`config.mk`:
```
export PLATFORM = sky130hd
export DESIGN_NAME = lcd_tcon_param
export DESIGN_NICKNAME = d
export VERILOG_FILES = /design/src/rtl/lcd_tcon_pkg.sv /design/src/rtl/lcd_timing_gen.sv /design/src/rtl/lcd_tcon_param.sv
export SDC_FILE = /design/constraint.sdc
export NUM_CORES = 1
export LEC_CHECK = 0
export BUFFER_PORTS_ARGS = -buffer_cell sky130_fd_sc_hd__clkbuf_2
export CAP_MARGIN = 25
export CORE_ASPECT_RATIO = 0.5
export CORE_MARGIN = 2
export CORE_UTILIZATION = 50
export CTS_BUF_LIST = sky130_fd_sc_hd__clkbuf_8
export CTS_CLUSTER_DIAMETER = 120
export CTS_CLUSTER_SIZE = 20
export DETAILED_ROUTE_END_ITERATION = 6
export GPL_TIMING_DRIVEN = 0
export PLACE_DENSITY = 0.8
export SLEW_MARGIN = 20
export SYNTH_ARGS = -nofsm -noshare
export SYNTH_HDL_FRONTEND = slang
export SYNTH_HIERARCHICAL = 1
export SYNTH_SLANG_ARGS = --single-unit
```
`constraint.sdc`:
```
create_clock -name iCLK -period 8.37 [get_ports iCLK]
set_input_delay 1.674 -clock iCLK [delete_from_list [all_inputs] [get_ports iCLK]]
set_output_delay 1.674 -clock iCLK [all_outputs]
set_load 0.02 [all_outputs]
```
`src/rtl/lcd_tcon_pkg.sv`:
```
// Shared encodings for the parametrised LCD timing controller: display modes,
// colour-bar palette and SDRAM word unpack positions.
package lcd_tcon_pkg;

    typedef enum logic [1:0] {
        MODE_PASS   = 2'd0,
        MODE_THRESH = 2'd1,
        MODE_BARS   = 2'd2,
        MODE_LUMA   = 2'd3
    } mode_e;

    localparam int X_W = 11;
    localparam int Y_W = 10;

    // Word 1 carries G[7:3] and B, word 2 carries G[2:0] and R.
    localparam int D1_G_HI = 14;
    localparam int D1_G_LO = 10;
    localparam int D1_B_HI = 9;
    localparam int D1_B_LO = 2;
    localparam int D2_G_HI = 14;
    localparam int D2_G_LO = 12;
    localparam int D2_R_HI = 9;
    localparam int D2_R_LO = 2;

    // {R,G,B} per bar, entry 0 is the leftmost (white) bar.
    localparam logic [7:0][23:0] BAR_RGB = {
        24'h000000, 24'h0000FF, 24'hFF0000, 24'hFF00FF,
        24'h00FF00, 24'h00FFFF, 24'hFFFF00, 24'hFFFFFF
    };

endpackage

```
`src/rtl/lcd_timing_gen.sv`:
```
// Raster counters, active-window decode and the early frame-buffer read strobe.
module lcd_timing_gen
    import lcd_tcon_pkg::*;
#(
    parameter int H_LINE  = 1056,
    parameter int V_LINE  = 525,
    parameter int H_BLANK = 216,
    parameter int H_FRONT = 40,
    parameter int V_BACK  = 35,
    parameter int V_FRONT = 10,
    parameter int RD_LEAD = 1
) (
    input  logic           clk,
    input  logic           rst_n,
    output logic [X_W-1:0] x_cnt,
    output logic [Y_W-1:0] y_cnt,
    output logic           display_area,
    output logic           read_en
);

    localparam logic [X_W-1:0] X_LAST  = X_W'(H_LINE - 1);
    localparam logic [Y_W-1:0] Y_LAST  = Y_W'(V_LINE - 1);
    localparam logic [X_W-1:0] X_ACT_S = X_W'(H_BLANK);
    localparam logic [X_W-1:0] X_ACT_E = X_W'(H_LINE - H_FRONT);
    localparam logic [X_W-1:0] X_RD_S  = X_W'(H_BLANK - RD_LEAD);
    localparam logic [X_W-1:0] X_RD_E  = X_W'(H_LINE - H_FRONT - RD_LEAD);
    localparam logic [Y_W-1:0] Y_ACT_S = Y_W'(V_BACK);
    localparam logic [Y_W-1:0] Y_ACT_E = Y_W'(V_LINE - V_FRONT);

    logic v_win;

    always_ff @(posedge clk or negedge rst_n) begin
        if (!rst_n) begin
            x_cnt <= '0;
            y_cnt <= '0;
        end else if (x_cnt == X_LAST) begin
            x_cnt <= '0;
            y_cnt <= (y_cnt == Y_LAST) ? '0 : y_cnt + Y_W'(1);
        end else begin
            x_cnt <= x_cnt + X_W'(1);
        end
    end

    // The read window is the display window slid left by RD_LEAD, so each line
    // still gets exactly one strobe per active pixel.
    always_comb begin
        v_win        = (y_cnt >= Y_ACT_S) && (y_cnt < Y_ACT_E);
        display_area = v_win && (x_cnt >= X_ACT_S) && (x_cnt < X_ACT_E);
        read_en      = v_win && (x_cnt >= X_RD_S) && (x_cnt < X_RD_E);
    end

endmodule

```
`src/rtl/lcd_tcon_param.sv`:
```
// Parametrised LCD timing controller: sync/DE generation, pixel unpack,
// per-frame display mode and overlay coordinates.
module lcd_tcon_param
    import lcd_tcon_pkg::*;
#(
    parameter int H_LINE      = 1056,
    parameter int V_LINE      = 525,
    parameter int H_BLANK     = 216,
    parameter int H_FRONT     = 40,
    parameter int V_BACK      = 35,
    parameter int V_FRONT     = 10,
    parameter int VSYNC_LINES = 1,
    parameter int RD_LEAD     = 1,
    parameter int PIX_W       = 8
) (
    input  logic             iCLK,
    input  logic             iRST_n,
    input  logic [15:0]      iREAD_DATA1,
    input  logic [15:0]      iREAD_DATA2,
    input  logic [1:0]       iMODE,
    input  logic [7:0]       iTHRESH,
    output logic             oREAD_SDRAM_EN,
    output logic             oHD,
    output logic             oVD,
    output logic             oDEN,
    output logic [PIX_W-1:0] oLCD_R,
    output logic [PIX_W-1:0] oLCD_G,
    output logic [PIX_W-1:0] oLCD_B,
    output logic [10:0]      oX,
    output logic [9:0]       oY,
    output logic             oFRAME_START
);

    localparam int H_ACT = H_LINE - H_BLANK - H_FRONT;
    localparam int BAR_W = H_ACT / 8;
    localparam logic [X_W-1:0] X_ACT_S    = X_W'(H_BLANK);
    localparam logic [Y_W-1:0] Y_ACT_S    = Y_W'(V_BACK);
    localparam logic [Y_W-1:0] VSYNC_END  = Y_W'(VSYNC_LINES);
    localparam logic [X_W-1:0] BAR_LAST   = X_W'(BAR_W - 1);

    logic [X_W-1:0] x_cnt;
    logic [Y_W-1:0] y_cnt;
    logic           display_area;
    logic           frame_origin;
    mode_e          mode_q;
    logic [7:0]     thresh_q;
    logic [2:0]     bar_idx;
    logic [X_W-1:0] bar_pos;
    logic [7:0]     r8, g8, b8, y8;
    logic [23:0]    pix_p0;
    logic           unused_data;

    function automatic logic [7:0] luma_sat(input logic [7:0] r, input logic [7:0] g,
                                            input logic [7:0] b);
        logic [10:0] sum;
        sum = {2'b00, r, 1'b0} + (11'(g) * 11'd5) + 11'(b);
        sum = sum >> 3;
        return (sum > 11'd255) ? 8'hFF : sum[7:0];
    endfunction

    lcd_timing_gen #(
        .H_LINE (H_LINE),
        .V_LINE (V_LINE),
        .H_BLANK(H_BLANK),
        .H_FRONT(H_FRONT),
        .V_BACK (V_BACK),
        .V_FRONT(V_FRONT),
        .RD_LEAD(RD_LEAD)
    ) u_timing (
        .clk         (iCLK),
        .rst_n       (iRST_n),
        .x_cnt       (x_cnt),
        .y_cnt       (y_cnt),
        .display_area(display_area),
        .read_en     (oREAD_SDRAM_EN)
    );

    assign frame_origin = (x_cnt == '0) && (y_cnt == '0);
    assign unused_data  = ^{iREAD_DATA1[15], iREAD_DATA1[1:0],
                            iREAD_DATA2[15], iREAD_DATA2[11:10], iREAD_DATA2[1:0]};

    // Mode and threshold only change at the raster origin, never mid-frame.
    always_ff @(posedge iCLK or negedge iRST_n) begin
        if (!iRST_n) begin
            mode_q   <= MODE_PASS;
            thresh_q <= 8'h00;
        end else if (frame_origin) begin
            mode_q   <= mode_e'(iMODE);
            thresh_q <= iTHRESH;
        end
    end

    // Bar position tracked by counting, restarting at every line's first pixel;
    // the last bar absorbs any remainder of H_ACT/8.
    always_ff @(posedge iCLK or negedge iRST_n) begin
        if (!iRST_n) begin
            bar_idx <= '0;
            bar_pos <= '0;
        end else if (!display_area) begin
            bar_idx <= '0;
            bar_pos <= '0;
        end else if (bar_pos == BAR_LAST && bar_idx != 3'd7) begin
            bar_idx <= bar_idx + 3'd1;
            bar_pos <= '0;
        end else begin
            bar_pos <= bar_pos + X_W'(1);
        end
    end

    // Stage p0: unpack and mode select on the counter state.
    always_comb begin
        r8     = iREAD_DATA2[D2_R_HI:D2_R_LO];
        g8     = {iREAD_DATA1[D1_G_HI:D1_G_LO], iREAD_DATA2[D2_G_HI:D2_G_LO]};
        b8     = iREAD_DATA1[D1_B_HI:D1_B_LO];
        y8     = luma_sat(r8, g8, b8);
        pix_p0 = 24'h000000;
        if (display_area) begin
            case (mode_q)
                MODE_PASS:   pix_p0 = {r8, g8, b8};
                MODE_THRESH: pix_p0 = (r8 > thresh_q) ? 24'hFFFFFF : 24'h000000;
                MODE_BARS:   pix_p0 = BAR_RGB[bar_idx];
                MODE_LUMA:   pix_p0 = {3{y8}};
                default:     pix_p0 = 24'h000000;
            endcase
        end
    end

    // Stage p1: every LCD-side output is registered one clock after the counters.
    always_ff @(posedge iCLK or negedge iRST_n) begin
        if (!iRST_n) begin
            oHD          <= 1'b0;
            oVD          <= 1'b0;
            oDEN         <= 1'b0;
            oLCD_R       <= '0;
            oLCD_G       <= '0;
            oLCD_B       <= '0;
            oX           <= '0;
            oY           <= '0;
            oFRAME_START <= 1'b0;
        end else begin
            oHD          <= (x_cnt != '0);
            oVD          <= (y_cnt >= VSYNC_END);
            oDEN         <= display_area;
            oLCD_R       <= pix_p0[23 -: PIX_W];
            oLCD_G       <= pix_p0[15 -: PIX_W];
            oLCD_B       <= pix_p0[7 -: PIX_W];
            oX           <= display_area ? (x_cnt - X_ACT_S) : '0;
            oY           <= display_area ? (y_cnt - Y_ACT_S) : '0;
            oFRAME_START <= display_area && (x_cnt == X_ACT_S) && (y_cnt == Y_ACT_S);
        end
    end

endmodule
```
### After elaboration in Yosys (flattened, before gate mapping)

Memories as Yosys holds them, arrays and structs flattened.
Index checks and enable logic that the tools add are counted.

| storage, ports and cells | value |
|---|---|
| bits in registers | 94 |
| bits in read-only memories | 192 |
| input bits | 44 |
| output and inout port bits | 50 |
| word-level logic and storage cells | 71 |
| memories kept | 1 |

Memory list:

| memory | words | width | rd ports | clocked after memory_dff | write ports | line | text |
|---|---|---|---|---|---|---|---|
| (no name shown) | 8 | 24 | 1 | 0 | 0 | lcd_tcon_param.sv:121 | `MODE_BARS: pix_p0 = BAR_RGB[bar_idx];` |

| cells by class | value |
|---|---|
| $add $sub $neg | 8 |
| $mul | 1 |
| $lt $le $gt $ge | 10 |
| equality and inequality tests | 10 |
| muxes and demuxes | 13 |
| reduce and logical (&&, ||, !) cells | 13 |

Operators with widths:

| kind | count |
|---|---|
| $pmux 24 s4 | 1 |
| $mux 24 | 3 |
| $mux 11 | 4 |
| $add 11x1->11 const B | 2 |
| $ge 11x8->1 const B | 2 |
| $lt 11x10->1 const B | 2 |
| $mux 10 | 2 |
| $add 11x8->11 | 1 |
| $add 9x11->11 | 1 |
| $eq 11x11->1 const B | 1 |
| $eq 11x7->1 const B | 1 |
| $eq 11x8->1 const B | 1 |
| $logic_not 11->1 | 1 |
| $mul 8x3->11 const B | 1 |
| $reduce_bool 11->1 | 1 |
| $sub 11x8->11 const B | 1 |
| $add 10x1->10 const B | 1 |
| $eq 10x10->1 const B | 1 |
| $eq 10x6->1 const B | 1 |
| $ge 10x1->1 const B | 1 |
| $ge 10x6->1 const B | 1 |
| $logic_not 10->1 | 1 |
| $lt 10x10->1 const B | 1 |
| $sub 10x6->10 const B | 1 |
| 12 further kinds | 22 |

### Depth between registers and ports, before layout

Gate-level depths: netlist of run 1.

| depth | value |
|---|---|
| depth in word-level cells | 7 |
| mapped depth | 11 |
| depth with buffers taken out | 11 |

### By module

The synthesis of run 1 kept the hierarchy.

By module, submodules not included:

| module | instances | cells an instance | area each (um2) | sequential area each (um2) |
|---|---|---|---|---|
| lcd_tcon_param | 1 | 405 | 4155.2 | 1826.8 |
| lcd_timing_gen | 1 | 117 | 1173.6 | 525.5 |

### Worst setup path before layout of run 1

OpenSTA, ideal clock, no wires.

| path | value |
|---|---|
| kind | input port to flip-flop |
| from | input port iREAD_DATA1[10] |
| to | register oLCD_B[5] |
| library setup time | 0.123 ns |
| arrival | 4.582 ns |
| required time | 8.247 ns |
| slack | 3.665 ns |
| stages | 11 |
| path buffers | 0 |
| cell sequence | ha_1 > inv_1 > fa_1 > fa_1 > inv_1 > fa_1 > a211oi_1 > o21bai_1 > mux2i_1 > a311o_1 > o221a_2 |

| on the way | value |
|---|---|
| word-level cells in the longest chain between the ends | 7 |

RTL lines:

| element | line | text |
|---|---|---|
| start, declared | lcd_tcon_param.sv:18 | `input logic [15:0] iREAD_DATA1,` |
| $mul 8x3->11 (*) | lcd_tcon_param.sv:56 | `sum = {2'b00, r, 1'b0} + (11'(g) * 11'd5) + 11'(b);` |
| $add 9x11->11 (*) | lcd_tcon_param.sv:56 |  |
| $add 11x8->11 (*) | lcd_tcon_param.sv:56 |  |
| $gt 8x8->1 | lcd_tcon_param.sv:58 | `return (sum > 11'd255) ? 8'hFF : sum[7:0];` |
| $mux 8 (*) | lcd_tcon_param.sv:58 |  |
| $pmux 24 s4 (*) | lcd_tcon_param.sv:118 | `case (mode_q)` |
| $mux 24 (*) | lcd_tcon_param.sv:117 | `if (display_area) begin` |
| net pix_p0[5] | lcd_tcon_param.sv:50 | `logic [23:0] pix_p0;` |
| end signal, assigned | lcd_tcon_param.sv:146 | `oLCD_B <= pix_p0[7 -: PIX_W];` |
| end, declared | lcd_tcon_param.sv:28 | `output logic [PIX_W-1:0] oLCD_B,` |

The timed path passes the listed nets; every way through them passes the cells marked *.
A chain may end at the register's enable or synchronous reset.

### Worst setup path in the final report of run 1

| path | value |
|---|---|
| from | input port iREAD_DATA2[13] |
| to | register oLCD_B[5] |

| on the way | value |
|---|---|
| word-level cells in the longest chain between the ends | 7 |

RTL lines:

| element | line | text |
|---|---|---|
| start, declared | lcd_tcon_param.sv:19 | `input logic [15:0] iREAD_DATA2,` |
| $mul 8x3->11 (*) | lcd_tcon_param.sv:56 |  |
| $add 9x11->11 (*) | lcd_tcon_param.sv:56 |  |
| $add 11x8->11 (*) | lcd_tcon_param.sv:56 |  |
| $gt 8x8->1 | lcd_tcon_param.sv:58 |  |
| $mux 8 (*) | lcd_tcon_param.sv:58 |  |
| $pmux 24 s4 (*) | lcd_tcon_param.sv:118 |  |
| $mux 24 (*) | lcd_tcon_param.sv:117 |  |
| net pix_p0[5] | lcd_tcon_param.sv:50 |  |

Marks and branches as above.

==> impl_metrics.json, run 1 <==
{
  "routedWlPerCell_um": 15.5,
  "cts_resized": 0,
  "antenna_cells": 0,
  "stdcell_area_um2": 6130,
  "antenna_found_initial": 0,
  "hold_violations": 0,
  "core_um2": 10300,
  "drv_slew": 0,
  "grt_pass1_wl_mm": 19.9,
  "clock_path_buffers": 2,
  "period_needed_ns": 4.69,
  "postCtsSetupRepairBufs": 0,
  "gp_congestion": 0.872,
  "rsz0062_at_grt": "false",
  "initial_core_util": 0.518,
  "num-nets-final": 713,
  "syn_avg_cell_area_um2": 10.2,
  "num_rows": 26,
  "p_leak_nw": 3.02,
  "ys_seq_elements": 94,
  "placed_area_um2": 5940,
  "synth_ff_type": "dfrtp_1",
  "clock_sinks": 94,
  "critPathLaunchType": "input pin",
  "clock_skew_ns": 0.0107,
  "syn2layout_area_growth_pct": 15.1,
  "seq_area_frac_synth": 0.441,
  "die_area_um2": 11600,
  "status": "finished, final reports clean",
  "critPathRequiredTime_ns": 8.64,
  "worstSetupPathType": "input pin to flop",
  "vias": 4165,
  "drc": 0,
  "r2r_end": "bar_pos[3]",
  "die_h_um": 77,
  "pin_count": 94,
  "reg2reg_slack_ns": 5.29,
  "worst_slew_margin_rel": 0.529,
  "dp.cells": 747,
  "cts_tree": "done",
  "grt_pass1_vias": 4075,
  "layout_commonest_cell": "dfrtp_1",
  "crit_fanout": 3,
  "sw_frac_of_total": 0.306,
  "synth_area_leaders": "dfrtp_1, ha_1, fa_1, xnor2_1, inv_1",
  "p_int_uw": 650,
  "clkTransAtPathRegs_ns": 0.10,
  "overflow": 0,
  "synth_top_area_frac": 0.441,
  "grt_max_degree": 95,
  "cts_hold_buf": 0,
  "startpoint": "iREAD_DATA2[13]",
  "fmax_mhz": 213,
  "synthesis.area_um2": 5330,
  "worst_pin_slew_ns": 0.689,
  "mostFrequentLayoutCells": "dfrtp_1, clkbuf_2, inv_1, ha_1, nor2_1",
  "syn_nets": 616,
  "final_cell_count_no_fill": 764,
  "ir_worst_vdd_mv": 0.0759,
  "die_w_um": 150,
  "yosysUniqueCellTypes": 56,
  "post_drt_via_cell_ratio": 5.45,
  "clk_latency_ns": 0.37,
  "async_reset_ff_frac": 1.00,
  "ys_warn_count": 6,
  "firstDrtPassIters": 5,
  "drtIter0Drc": 382,
  "pwr-share-seq": 0.488,
  "cap_violations": 0,
  "crit_arrival_ns": 4.96,
  "htreeDepth": 3,
  "num-fill-cells": 886,
  "routed_wl_mm": 11.8,
  "utilization": 0.597,
  "clockPowerShare": 0.313,
  "drive_above_1_share": 0.208,
  "crit_path_end": "oLCD_B[5]",
  "cts_buffers": 9,
  "finalSetupViolCount": 0,
  "end_kind": "flop",
  "synth_top_area_cell": "dfrtp_1",
  "fin_crit_sh": 0.561,
  "root_buffer": "clkbuf_8",
  "p_total_uw": 938,
  "gr-usage-all-layers": 0.219,
  "dp_hpwl_mm": 8.74,
  "hp-class": "flop to flop",
  "combPwrFrac": 0.200,
  "pwr_density_cell_nw_per_um2": 153,
  "r2r_start": "u_timing/y_cnt[0]",
  "reg2reg_depth": 9,
  "totalNegativeSetupSlack_ns": 0,
  "port-buffer-count": 85,
  "synth_edf_count": 0,
  "power.switching_uw": 287,
  "syn_inst": 522,
  "ant_nets": 0
}
[power by group through the flow]
stage	Clock, mW	Combinational [mW]	Sequential (mW)
finish	0.293	0.187	0.457
global route	0.321	0.214	0.458
CTS	0.300	0.186	0.457
detailed placement	0	0.184	0.466
global placement	0	0.178	0.466
floorplan	0	0.130	0.466
[metrics by stage]
step	worst slack (ns)	hold slack, ns
floorplan	3.67	0.453
global placement	3.34	0.474
detailed placement	3.31	0.495
CTS	3.69	0.503
global route	3.50	0.524
finish	3.68	0.506
[layout make-up]
cell class                      instances  area, µm²  area share
Inverter                               46        173      0.0282
Multi-Input combinational cell        367       2730       0.445
Clock inverter                          6       51.3     0.00837
Sequential cell                        94       2350       0.384
Timing Repair Buffer                   86        439      0.0716
Clock buffer                           10        138      0.0224
Tap cell                              140        175      0.0286
Buffer                                 15       77.6      0.0127
[cell families (layout without fill, tap and decap cells)]
| kind of cell | count (synthesis) | after routing | share of synthesized area |
|---|---|---|---|
| and+or+nand+nor | 167 | 167 | 0.169 |
| AOI/OAI and AO/OA | 103 | 103 | 0.126 |
| DFF | 94 | 94 | 0.441 |
| buffers and inverters | 61 | 163 | 0.0470 |
| adders and majority gates | 50 | 50 | 0.136 |
| xor gates and xnor gates | 36 | 36 | 0.0592 |
| muxes | 11 | 11 | 0.0221 |
[worst min path at each step]
| stage | start | endpoint | slack [ns] | depth (start not counted) |
|---|---|---|---|---|
| 2_1_floorplan | bar_pos[0] | bar_pos[0] | 0.45 | 1 |
| 3_5_place_dp | bar_pos[0] | bar_pos[0] | 0.49 | 1 |
| 4_1_cts | bar_pos[0] | bar_pos[0] | 0.50 | 1 |
| 6_report | bar_pos[0] | bar_pos[0] | 0.51 | 1 |
| 3_3_place_gp | bar_pos[0] | bar_pos[0] | 0.47 | 1 |
| 5_1_grt | bar_pos[0] | bar_pos[0] | 0.52 | 1 |
[cells in the mapped netlist, types with 6 or more instances]
master,n
dfrtp_1,94
mux2_2,6
xnor2_1,21
nand2_1,35
ha_1,37
nor2b_1,6
and2_1,20
nor2_1,36
a21oi_1,26
nand4_1,7
o211ai_1,6
o221a_2,9
nor4_1,6
inv_1,46
nor3_1,9
nand3_1,20
xor2_1,15
clkbuf_1,10
o21ai_0,33
fa_1,13
[metal layers]
metal  routed length [µm]  share of wire  vias up  global-route usage
met5                    0              0        -                   0
met4                  188          0.016        0              0.0670
met3                  775          0.065       20              0.0536
met2                 5680           0.48      127               0.362
met1                 5190           0.44     2012               0.288
li1                     -              -     2006                   -
[state kept, by name (all words and copies together) (netlist names), 2 cells and up]
register	flops
bar_pos	11
oX	11
u_timing/x_cnt	11
oY	10
u_timing/y_cnt	10
oLCD_B	8
oLCD_G	8
oLCD_R	8
thresh_q	8
bar_idx	3
mode_q	2
[critical path, stage by stage]
cell and delay, ns:
clkbuf_2 0.12, ha_1 0.28, inv_1 0.05, fa_1 0.48, fa_1 0.51, inv_1 0.07, fa_1 0.48, a211oi_1 0.42
o21bai_1 0.15, mux2i_1 0.13, a311o_1 0.32, o221a_2 0.27
Note: power is estimated with default switching activity, not from simulation.
==> run 2, diff against run 1 <==
ABC_AREA = 1   (was not set)
PLACE_DENSITY = 0.82   (was 0.8)
clock period = 4 ns   (was 8.37 ns; I/O delays follow)
==> run 2 against run 1 <==
Non-clock buffer count is 3 lower. Clock power up 84%. Final area up 4.8%. Sequential share of layout area down 1.7 points. Sequential power up 110%. Die area rose by 5.9%.
==> impl_metrics.json, run 2 <==
{
  "end_kind": "flop",
  "gp_congestion": 0.908,
  "fmax_mhz": 297,
  "ant_nets": 0,
  "drv_slew": 0,
  "die_w_um": 154,
  "clock_path_buffers": 2,
  "reg_top3": "bar_pos x11, oX x11, u_timing/x_cnt x11",
  "layout_commonest_cell": "nand2_1",
  "num-nets-final": 899,
  "cts_hold_buf": 0,
  "syn_avg_cell_area_um2": 7.98,
  "synth-simple-area-share": 0.273,
  "status": "finished, final reports clean",
  "clkTransAtPathRegs_ns": 0.08,
  "drive_above_1_share": 0.159,
  "vias": 4865,
  "synthMuxAreaShare": 0,
  "worstSetupPathType": "input pin to flop",
  "drc": 0,
  "async_reset_ff_frac": 1.00,
  "htreeDepth": 3,
  "mostFrequentLayoutCells": "nand2_1, inv_1, dfrtp_1, nor2_1, clkbuf_2",
  "cpMaxStageDelayCell": "fa_1",
  "syn_nets": 803,
  "pin_count": 94,
  "critPathRequiredTime_ns": 4.30,
  "ys_warn_count": 6,
  "critPathLaunchType": "input pin",
  "grt_pass1_vias": 4843,
  "synth_commonest_cells": "nand2_1, inv_1, dfrtp_1",
  "grt-busiest-layer": "met2",
  "reg2reg_slack_ns": 1.21,
  "dp_hpwl_mm": 9.65,
  "cts_buffers": 9,
  "synth_area_leaders": "dfrtp_1, nand2_1, ha_1, inv_1, nor2_1",
  "ys_seq_elements": 94,
  "path_delay_family": "adder cells",
  "synth-adder-area-share": 0.128,
  "totalNegativeSetupSlack_ns": 0,
  "placed_area_um2": 6270,
  "stdcell_area_um2": 6420,
  "ir_worst_vdd_mv": 0.127,
  "rsz0062_at_grt": "false",
  "finalSetupViolCount": 0,
  "hold_violations": 0,
  "synth_edf_count": 0,
  "routedWlPerCell_um": 13.1,
  "met3_usage": 0.0551,
  "antenna_found_initial": 0,
  "synthesis.area_um2": 5660,
  "gr-usage-all-layers": 0.222,
  "setup_slack_ns": 0.628,
  "cts_tree": "done",
  "syn2layout_area_growth_pct": 13.5,
  "overflow": 0,
  "grt_util_met1": 0.264,
  "antenna_cells": 0,
  "synth_ff_type": "dfrtp_1",
  "postCtsSetupRepairBufs": 0,
  "firstDrtPassIters": 5,
  "worst_slew_margin_rel": 0.522,
  "cts_resized": 0,
  "grt_max_degree": 95,
  "fin_crit_sh": 0.843,
  "pwr_density_cell_nw_per_um2": 296,
  "syn_inst": 709,
  "synthMostInstantiatedCell": "nand2_1",
  "synth_top_area_frac": 0.416,
  "crit_fanout": 5,
  "clock_skew_ns": 0.00971,
  "synth_top_family_by_area": "simple AND/OR/NAND/NOR gates",
  "synth_top_area_cell": "dfrtp_1",
  "die_h_um": 79.2,
  "grt_pass1_wl_mm": 21.5,
  "use_met2": 0.396,
  "hp-class": "input pin to async pin",
  "initial_core_util": 0.514,
  "final_cell_count_no_fill": 951,
  "clock_sinks": 94,
  "critPathMaxStageDelay_ns": 0.52,
  "worst_pin_slew_ns": 0.717,
  "period_needed_ns": 3.37,
  "crit_arrival_ns": 3.67,
  "root_buffer": "clkbuf_8",
  "die_area_um2": 12200,
  "cap_violations": 0,
  "drtIter0Drc": 320,
  "core_um2": 11000,
  "routed_wl_mm": 12.5,
  "seq_area_frac_synth": 0.416,
  "num_rows": 27,
  "p_leak_nw": 3.67,
  "post_drt_via_cell_ratio": 5.12,
  "synth_xor_area_frac": 0.0248,
  "clk_latency_ns": 0.37,
  "detailedPlace.worstSlack_ns": 0.295,
  "cp_num_buf_inv": 4,
  "synth_compound_gate_area_share": 0.0628,
  "dp.cells": 939,
  "path_cells": "clkbuf_2, ha_1, fa_1, inv_1, fa_1, inv_1, ha_1, nand2_1, inv_1, nand2_1, and2_1, nand3_1, nand2_1, nor2_1, nor2_1, nor2_1",
  "yosysUniqueCellTypes": 37,
  "port-buffer-count": 85
}
## run 2: cell count changes in the layout (fill, tap and decap cells not counted), sizes merged, moves of 9 or more
cell   previous run  this run
nand3            20        53
nand2            35       148
nand4             7        16
o221a             9         0
nor2             36        94
inv              49       126
and2             21         1
xnor2            21         3
## run 2: final cells by class
class                   instances  area (µm²)
inverters                     126         473
plain buffers                  13        71.3
clock inverters                 2        12.5
well taps                     145         181
flip-flops and latches         94        2350
multi-input cells             476        2760
repair buffers                 85         434
clock buffers                  10         138
fillers                       957        4590
## run 2: final timing paths
check / startpoint / endpoint / cells after the start
max: iREAD_DATA1[10] / oLCD_G[4] / 16
min reg2reg: thresh_q[4] / thresh_q[4] / 2
max in group asynchronous: iRST_n / oLCD_G[6] / 1
max reg2reg: u_timing/y_cnt[2] / oLCD_G[3] / 10
min: iRST_n / u_timing/y_cnt[0] / 1
min in group iCLK: thresh_q[4] / thresh_q[4] / 2
## run 2: logic make-up after synthesis
kind of cell    after synthesis
compound gates               69
xor+xnor                     16
fa+ha+maj                    50
buf+inv                     139
flops                        94
simple gates                341
## run 2: worst reg2reg max path: stages (launching register included)
cell and delay (ns):
dfrtp_1 0.50, or2_2 0.35, nor2_1 0.10, nand2_1 0.06, nand2_1 0.05, nand3_1 0.09
nor2_1 0.44, clkbuf_1 0.47, clkbuf_1 0.45, nand2_1 0.13, inv_1 0.08
## run 2: where the power goes
part           total [mW]  switching (mW)  leakage [nW]  internal, mW
clock network       0.539           0.311        0.0760         0.228
logic               0.406           0.255          2.32         0.151
registers           0.958         0.00346          1.27         0.954
## run 2: per-layer routing
metal	part of all wire	vias up
met5	0	-
met4	0.019	0
met3	0.058	30
met2	0.49	130
met1	0.43	2277
li1	-	2428
## run 2: stage by stage
| stage | hold slack (ns) | power (mW) | util |
|---|---|---|---|
| after floorplan | 0.442 | 1.27 | - |
| after global placement | 0.457 | 1.37 | 0.569 |
| after detailed placement | 0.468 | 1.38 | 0.570 |
| after CTS | 0.489 | 1.92 | 0.583 |
| after global routing | 0.502 | 2.02 | 0.583 |
| final | 0.470 | 1.90 | 0.583 |
==> run 3, diff against run 2 <==
clock period = 3 ns   (was 4 ns; I/O delays follow)
==> run 3 against run 2 <==
Combinational power up 89%. Non-clock buffer count up 2. Via count up 0.55%. Critical path depth unchanged. Global-route usage down 0.16 points. Largest cell class unchanged. Clock skew down 0.0023 ns. Clock power up 49%. Critical path type unchanged. Core utilization up 2.5 points. Sequential cell count unchanged.
==> impl_metrics.json, run 3 (same netlist as run 2, synthesis figures left out) <==
{
  "cts_buffers": 9,
  "routed_wl_mm": 12.9,
  "routedWlPerCell_um": 13.5,
  "totalNegativeSetupSlack_ns": 0,
  "p_leak_nw": 3.74,
  "fin_crit_sh": 0.971,
  "clk_latency_ns": 0.37,
  "mostFrequentLayoutCells": "nand2_1, inv_1, dfrtp_1, nor2_1, clkbuf_2",
  "worstSetupPathType": "input pin to flop",
  "grt_pass1_vias": 4612,
  "r2r_start": "u_timing/y_cnt[5]",
  "critPathLaunchType": "input pin",
  "drc": 0,
  "layout_commonest_cell": "nand2_1",
  "root_buffer": "clkbuf_8",
  "drv_slew": 0,
  "antenna_found_initial": 0,
  "core_um2": 11000,
  "critPathRequiredTime_ns": 3.29,
  "reg2reg_depth": 12,
  "clock_path_buffers": 2,
  "hp-class": "input pin to async pin",
  "reg2reg_slack_ns": 0.34,
  "die_h_um": 79.2,
  "worst_slew_margin_rel": 0.518,
  "cap_violations": 0,
  "cts_hold_buf": 0,
  "post_drt_via_cell_ratio": 5.11,
  "r2r_end": "oX[1]",
  "clock_sinks": 94,
  "worst_pin_slew_ns": 0.722,
  "end_kind": "flop",
  "clkTransAtPathRegs_ns": 0.09,
  "ir_worst_vdd_mv": 0.206,
  "crit_arrival_ns": 3.20,
  "firstDrtPassIters": 5,
  "final_cell_count_no_fill": 957,
  "status": "finished, final reports clean",
  "clock_skew_ns": 0.00737,
  "crit_fanout": 4,
  "pwr_density_cell_nw_per_um2": 425,
  "die_area_um2": 12200,
  "grt_pass1_wl_mm": 21.3,
  "dp.cells": 939,
  "finalSetupViolCount": 0,
  "gr-usage-all-layers": 0.220,
  "ant_nets": 0,
  "num-nets-final": 901,
  "dp_hpwl_mm": 9.73,
  "utilization": 0.608,
  "antenna_cells": 0,
  "num_rows": 27,
  "gp_congestion": 0.913,
  "overflow": 0,
  "drtIter0Drc": 357,
  "reg_top3": "bar_pos x11, oX x11, u_timing/x_cnt x11",
  "syn2layout_area_growth_pct": 18.4,
  "vias": 4892,
  "port-buffer-count": 85,
  "drive_above_1_share": 0.206,
  "htreeDepth": 3,
  "pin_count": 94,
  "hold_violations": 0,
  "period_needed_ns": 2.91,
  "cts_tree": "done",
  "die_w_um": 154,
  "initial_core_util": 0.514,
  "fmax_mhz": 343,
  "grt_max_degree": 95,
  "rsz0062_at_grt": "true"
}
-- run 3: critical path, cell delays in order --
cell and delay, ns:
clkbuf_4 0.16, ha_4 0.24, fa_1 0.51, inv_1 0.05, fa_1 0.50, inv_2 0.05, ha_4 0.29, nand2_2 0.06
inv_1 0.07, nand2_1 0.05, and2_4 0.14, nand3_1 0.08, nand2_1 0.06, nor2_2 0.15, nor2_1 0.07, nor2_1 0.11
-- run 3: timing repair --
| action | 4_1_cts | 5_1_grt |
|---|---|---|
| setup endpoints to repair | 10 | 27 |
| endpoints found under the hold margin | 0 | 0 |
| pin swaps | 2 | 21 |
| setup buffers | 0 | 2 |
| gates resized for setup | 2 | 37 |
-- run 3: cell type report --
type	count	area, µm²
Inverter	126	473
Clock inverter	7	58.8
Sequential cell	94	2350
Timing Repair Buffer	87	454
Fill cell	943	4320
Buffer	13	71.3
Clock buffer	9	124
Tap cell	145	181
Multi-Input combinational cell	476	2980
-- run 3: how the worst max path moves through the flow --
stage / endpoint / cells past startpoint / startpoint
5_1_grt: oLCD_B[4] / 16 / iREAD_DATA1[11]
4_1_cts: oLCD_G[6] / 17 / iREAD_DATA1[10]
3_5_place_dp: oLCD_R[5] / 14 / iREAD_DATA1[10]
2_1_floorplan: oLCD_G[7] / 14 / iREAD_DATA1[10]
3_3_place_gp: oLCD_R[5] / 14 / iREAD_DATA1[10]
6_report: oLCD_G[4] / 16 / iREAD_DATA1[10]
-- run 3: power by group --
group / internal [mW] / switching (mW)
sequential: 1.27 / 0.00445
clock: 0.376 / 0.429
combinational: 0.316 / 0.451
-- run 3: through the flow --
step	area, µm²	setup slack (ns)	hold WS, ns	power, mW
after floorplan	5740	0.00208	0.304	1.73
after global placement	6340	-0.407	0.459	1.88
after detailed placement	6350	-0.436	0.465	1.90
after CTS	6550	0.00317	0.304	2.71
after global routing	6700	-0.0227	0.311	3.03
final	6700	0.0878	0.263	2.85
-- run 3: routing by layer --
metal,routed length [µm],global-route usage,vias up
met5,0,0,-
met4,143,0.0546,0
met3,515,0.0557,21
met2,6450,0.382,118
met1,5810,0.280,2331
li1,-,-,2422
